[config.mk]
export PLATFORM = sky130hd
export DESIGN_NAME = ro_measure_ctrl
export DESIGN_NICKNAME = d
export VERILOG_FILES = /design/src/rtl/ro_measure_ctrl.sv
export SDC_FILE = /design/constraint.sdc
export NUM_CORES = 1
export LEC_CHECK = 0
export ABC_AREA = 1
export CAP_MARGIN = 40
export CORE_AREA = 2 2 75 77
export CTS_CLUSTER_SIZE = 30
export DETAILED_ROUTE_END_ITERATION = 16
export DIE_AREA = 0 0 77 79
export PLACE_DENSITY = 0.75
export SLEW_MARGIN = 20
export SYNTH_ARGS = -nofsm -noshare
export SYNTH_HDL_FRONTEND = slang
export SYNTH_SLANG_ARGS = --single-unit
[constraint.sdc]
create_clock -name clk -period 2.15 [get_ports clk]
set_input_delay 0.3225 -clock clk [delete_from_list [all_inputs] [get_ports clk]]
set_output_delay 0.3225 -clock clk [all_outputs]
set_load 0.03 [all_outputs]
[src/rtl/ro_measure_ctrl.sv]
// Ring-oscillator measurement sequencer: selects an oscillator, gates the edge
// counter for a fixed window, waits for resync, then captures the count.
module ro_measure_ctrl #(
  parameter int NUM_RO        = 4,
  parameter int SEL_W         = 2,
  parameter int CNT_W         = 16,
  parameter int SETTLE_CYCLES = 8,
  parameter int GATE_CYCLES   = 1000,
  parameter int SYNC_CYCLES   = 4
) (
  input  logic             clk,
  input  logic             reset,
  input  logic             start,
  input  logic             scan,
  input  logic [SEL_W-1:0] ro_idx,
  input  logic             abort,
  input  logic [CNT_W-1:0] cnt_value,
  input  logic             cnt_ovf,
  output logic [SEL_W-1:0] ro_sel,
  output logic             ro_en,
  output logic             cnt_clear,
  output logic             cnt_enable,
  output logic [CNT_W-1:0] result,
  output logic [SEL_W-1:0] result_idx,
  output logic             result_ovf,
  output logic             result_valid,
  output logic             busy,
  output logic             done
);

  // state   | meaning
  // IDLE    | waiting for start
  // SETTLE  | oscillator running, counter cleared, gate closed
  // GATE    | counter gated on for GATE_CYCLES
  // DRAIN   | gate closed, waiting for counter resync
  // CAPTURE | latch count; next oscillator or finish
  localparam logic [2:0] IDLE    = 3'd0;
  localparam logic [2:0] SETTLE  = 3'd1;
  localparam logic [2:0] GATE    = 3'd2;
  localparam logic [2:0] DRAIN   = 3'd3;
  localparam logic [2:0] CAPTURE = 3'd4;

  localparam int TMAX_A = (SETTLE_CYCLES > GATE_CYCLES) ? SETTLE_CYCLES : GATE_CYCLES;
  localparam int TMAX   = (TMAX_A > SYNC_CYCLES) ? TMAX_A : SYNC_CYCLES;
  localparam int TW     = $clog2(TMAX + 1);

  localparam logic [TW-1:0]    T_SETTLE = TW'(SETTLE_CYCLES);
  localparam logic [TW-1:0]    T_GATE   = TW'(GATE_CYCLES);
  localparam logic [TW-1:0]    T_SYNC   = TW'(SYNC_CYCLES);
  localparam logic [TW-1:0]    T_ONE    = TW'(1);
  localparam logic [SEL_W-1:0] LAST_RO  = SEL_W'(NUM_RO - 1);

  logic [2:0]    state;
  logic [TW-1:0] timer;
  logic          scan_q;
  logic          timer_tc;
  logic          abortable;

  assign timer_tc   = (timer == T_ONE);
  assign abortable  = (state == SETTLE) || (state == GATE) || (state == DRAIN);
  assign busy       = (state != IDLE);
  assign ro_en      = (state != IDLE);
  assign cnt_enable = (state == GATE);

  always_ff @(posedge clk or negedge reset) begin
    if (!reset) begin
      state        <= IDLE;
      timer        <= '0;
      scan_q       <= 1'b0;
      ro_sel       <= '0;
      cnt_clear    <= 1'b0;
      result       <= '0;
      result_idx   <= '0;
      result_ovf   <= 1'b0;
      result_valid <= 1'b0;
      done         <= 1'b0;
    end else begin
      cnt_clear    <= 1'b0;
      result_valid <= 1'b0;
      done         <= 1'b0;
      if (abort && abortable) begin
        state <= IDLE;
        done  <= 1'b1;
      end else begin
        case (state)
          IDLE: begin
            if (start) begin
              scan_q    <= scan;
              if (scan)
                ro_sel <= '0;
              else if (ro_idx > LAST_RO)
                ro_sel <= LAST_RO;
              else
                ro_sel <= ro_idx;
              timer     <= T_SETTLE;
              cnt_clear <= 1'b1;
              state     <= SETTLE;
            end
          end
          SETTLE: begin
            if (timer_tc) begin
              timer <= T_GATE;
              state <= GATE;
            end else begin
              timer <= timer - T_ONE;
            end
          end
          GATE: begin
            if (timer_tc) begin
              timer <= T_SYNC;
              state <= DRAIN;
            end else begin
              timer <= timer - T_ONE;
            end
          end
          DRAIN: begin
            if (timer_tc)
              state <= CAPTURE;
            else
              timer <= timer - T_ONE;
          end
          CAPTURE: begin
            result       <= cnt_value;
            result_ovf   <= cnt_ovf;
            result_idx   <= ro_sel;
            result_valid <= 1'b1;
            // abort here lets the capture finish but stops the scan
            if (scan_q && (ro_sel < LAST_RO) && !abort) begin
              ro_sel    <= ro_sel + SEL_W'(1);
              timer     <= T_SETTLE;
              cnt_clear <= 1'b1;
              state     <= SETTLE;
            end else begin
              state <= IDLE;
              done  <= 1'b1;
            end
          end
          default: state <= IDLE;
        endcase
      end
    end
  end

endmodule

==> insert_results.sql <==
INSERT INTO impl_metrics (metric_group, metric, value, unit) VALUES
('floorplan', 'rows', '27', ''),
('critical_path', 'cpMaxStageDelayCell', 'sky130_fd_sc_hd__clkdlybuf4s50_1', ''),
('finish', 'fin_util', '0.517', ''),
('sta', 'finalHoldWorstSlack', '0.0147', 'ns'),
('yosys', 'commonest_register_cell_after_synthesis', 'sky130_fd_sc_hd__dfrtp_1', ''),
('detailed_routing', 'initialDrtViolationCount', '104', ''),
('sta', 'rsz0062_at_grt', 'false', ''),
('power_and_ir_drop', 'sequential_share_of_power', '0.299', ''),
('placed_design', 'port_buffers', '50', ''),
('placed_design', 'post-dp-hpwl', '3.55', 'mm'),
('floorplan', 'io_pins', '51', ''),
('clock_tree', 'cts_tree', 'built', ''),
('clock_tree', 'cts.repair_timing.setup_buffer_count', '0', ''),
('yosys', 'yosys_synthesis_warning_count', '0', ''),
('critical_path', 'path_class', 'reg -> out', ''),
('yosys', 'cell_type_with_the_largest_total_area_after_synthesis', 'sky130_fd_sc_hd__dfrtp_1', ''),
('yosys', 'share_of_flip_flops_with_an_asynchronous_set_or_reset', '1.00', ''),
('grt', 'grt_first_pass_wirelength', '8.33', 'mm'),
('run_status', 'status', 'finished clean', ''),
('yosys', 'synth_nets', '312', ''),
('placed_design', 'gpl.final_weighted_congestion', '0.943', ''),
('detailed_routing', 'routed_via_density', '4.72', ''),
('power_and_ir_drop', 'fraction_of_power_spent_switching_nets', '0.478', ''),
('sta', 'hold_viol', '0', ''),
('sta', 'finalWorstPathRequiredPeriod', '2.01', 'ns'),
('floorplan', 'die_y', '79', 'um'),
('floorplan', 'die_width', '77', 'um'),
('detailed_routing', 'num_vias', '1957', ''),
('yosys', 'synth_edf_count', '0', ''),
('finish', 'finalInstanceArea', '2760', 'sq um'),
('grt', 'largest_net_degree_at_the_start_of_global_routing', '26', ''),
('placed_design', 'placed_cell_area', '2660', 'sq um'),
('yosys', 'synth_cell_type_count', '25', ''),
('critical_path', 'maximum_fanout_encountered_on_the_critical_timing_path', '6', ''),
('power_and_ir_drop', 'power_report.internal_total', '2.17', 'mW'),
('critical_path', 'setup_crit_end_kind', 'output pin', ''),
('yosys', 'syn-mean-instance-area', '7.23', 'sq um'),
('clock_tree', 'clock_tree.htree_level_count', '2', ''),
('power_and_ir_drop', 'pwr_per_cell_area', '1500', 'nW/um^2'),
('detailed_routing', 'detail_route.first_pass.iterations', '4', ''),
('power_and_ir_drop', 'power.net_switching', '1.98', 'mW'),
('yosys', 'dominant_cell_by_count_in_the_synthesized_netlist', 'sky130_fd_sc_hd__nand2_1', ''),
('critical_path', 'critical_path.n_buffers_inverters', '1', ''),
('grt', 'grt_most_used_layer', 'met2', ''),
('grt', 'grt_antenna_before_repair', '0', ''),
('clock_tree', 'tritoncts.num_buffers', '5', ''),
('clock_tree', 'cts_hold_buf', '0', ''),
('finish', 'num-nets-final', '369', ''),
('detailed_routing', 'ant_nets', '0', ''),
('grt', 'grtUsageMet1', '0.217', ''),
('detailed_routing', 'drcViolationCount', '0', ''),
('yosys', 'syn-instance-count', '285', ''),
('sta', 'fmaxAchievable', '499', 'MHz'),
('critical_path', 'cp.arrival', '1.68', 'ns'),
('power_and_ir_drop', 'total_leakage_power', '1.40', 'nW'),
('grt', 'grt_util_all_layers', '0.172', ''),
('clock_tree', 'cts.root.buffer_cell', 'sky130_fd_sc_hd__clkbuf_8', ''),
('yosys', 'post_synth_most_frequent_cells', '130 x sky130_fd_sc_hd__nand2_1, 38 x sky130_fd_sc_hd__dfrtp_1, 26 x sky130_fd_sc_hd__nand3_1, 22 x sky130_fd_sc_hd__inv_1, 20 x sky130_fd_sc_hd__nor2_1', ''),
('sta', 'fin_skew', '0.00474', 'ns'),
('critical_path', 'crit_required', '1.83', 'ns'),
('sta', 'totalNegativeSetupSlack', '0', 'ns'),
('yosys', 'synth_register_bits', '38', ''),
('detailed_routing', 'avgRoutedWirePerCell', '11.7', 'um'),
('detailed_routing', 'drt-total-wl', '4.86', 'mm'),
('sta', 'finalWorstSetupSlack', '0.144', 'ns'),
('yosys', 'yosysTopAreaCellShare', '0.461', ''),
('finish', 'insertedDiodeCount', '0', ''),
('grt', 'grt_pass1_vias', '1867', ''),
('critical_path', 'crit_path_start_kind', 'register', ''),
('clock_tree', 'numClockSinks', '38', ''),
('sta', 'max_transition_viols_final', '0', '');
## final timing paths
check / start / slack, ns / endpoint / cells past startpoint
max in group asynchronous: reset / 1.61 / result[13] / 2
min in group clk: result_ovf / 0.49 / result_ovf / 2
worst min register to register: result_ovf / 0.49 / result_ovf / 2
worst min-delay path: reset / 0.01 / state[1] / 1
worst max-delay path: state[0] / 0.14 / busy / 3
worst max register to register: timer[1] / 0.47 / timer[4] / 11
## per-stage QoR
stage / power [mW] / instances
2_1_floorplan: 2.84 / 285
3_3_place_gp: 3.60 / 407
3_5_place_dp: 3.62 / 407
4_1_cts: 4.18 / 415
5_1_grt: 4.52 / 415
6_report: 4.15 / 415
## flip-flops by register name, indices dropped and copies added, names as in the netlist
| signal | flops |
|---|---|
| result_valid | 1 |
| scan_q | 1 |
| done | 1 |
| result | 16 |
| result_ovf | 1 |
| ro_sel | 2 |
| cnt_clear | 1 |
| state | 3 |
| result_idx | 2 |
| timer | 10 |
## power groups by stage
stage               Sequential [mW]  Combinational (mW)  Clock, mW
floorplan                      1.59                1.25          0
global placement               1.24                2.35          0
detailed placement             1.24                2.37          0
CTS                            1.24                2.38      0.558
global route                   1.28                2.64      0.593
finish                         1.24                2.37      0.543
## per-layer routing
metal	vias to the layer above	wire, um
met5	-	0
li1	1007	-
met4	0	73
met1	893	2240
met2	50	2200
met3	7	348
## logic make-up after synthesis
family | after synthesis | share of synthesized area
simple gates | 198 | 0.417
flops | 38 | 0.461
buf+inv | 32 | 0.0625
compound gates | 11 | 0.0285
xor+xnor | 3 | 0.0128
fa+ha+maj | 3 | 0.0182
## timing repair
| action | CTS | global route |
|---|---|---|
| hold endpoints to repair | 0 | 0 |
| resized for setup | 0 | 1 |
| setup endpoints to repair | 0 | 1 |
## cell type report
type,count,area (sq um)
Clock buffer,6,82.6
Clock inverter,2,16.3
Fill cell,541,2580
Inverter,26,97.6
Multi-Input combinational cell,215,981
Sequential cell,38,951
Tap cell,72,90.1
Timing Repair Buffer,56,543
## cells in the final DEF (no fill, tap or decap), drive strengths merged
master         count
a31oi              1
nand3b             4
nor2              24
clkinvlp           1
clkdlybuf4s50     48
nor3               3
o21ai              6
o21a               1
inv               27
buf                7
nand4              6
nand2            132
dlymetal6s2s       1
nand3             29
dfrtp             38
xnor2              1
a21oi              3
clkbuf             6
xor2               2
ha                 3
## worst reg2reg max path: stages (launching register included)
cell,delay (ns)
sky130_fd_sc_hd__dfrtp_1,0.41
sky130_fd_sc_hd__inv_1,0.09
sky130_fd_sc_hd__ha_1,0.17
sky130_fd_sc_hd__inv_1,0.06
sky130_fd_sc_hd__nor2_1,0.13
sky130_fd_sc_hd__nand3_1,0.08
sky130_fd_sc_hd__nor2_1,0.12
sky130_fd_sc_hd__nand2_1,0.08
sky130_fd_sc_hd__nand3_2,0.20
sky130_fd_sc_hd__inv_1,0.13
sky130_fd_sc_hd__nand2_1,0.08
sky130_fd_sc_hd__nand2_1,0.04
Note: power is estimated with default switching activity, not from simulation.
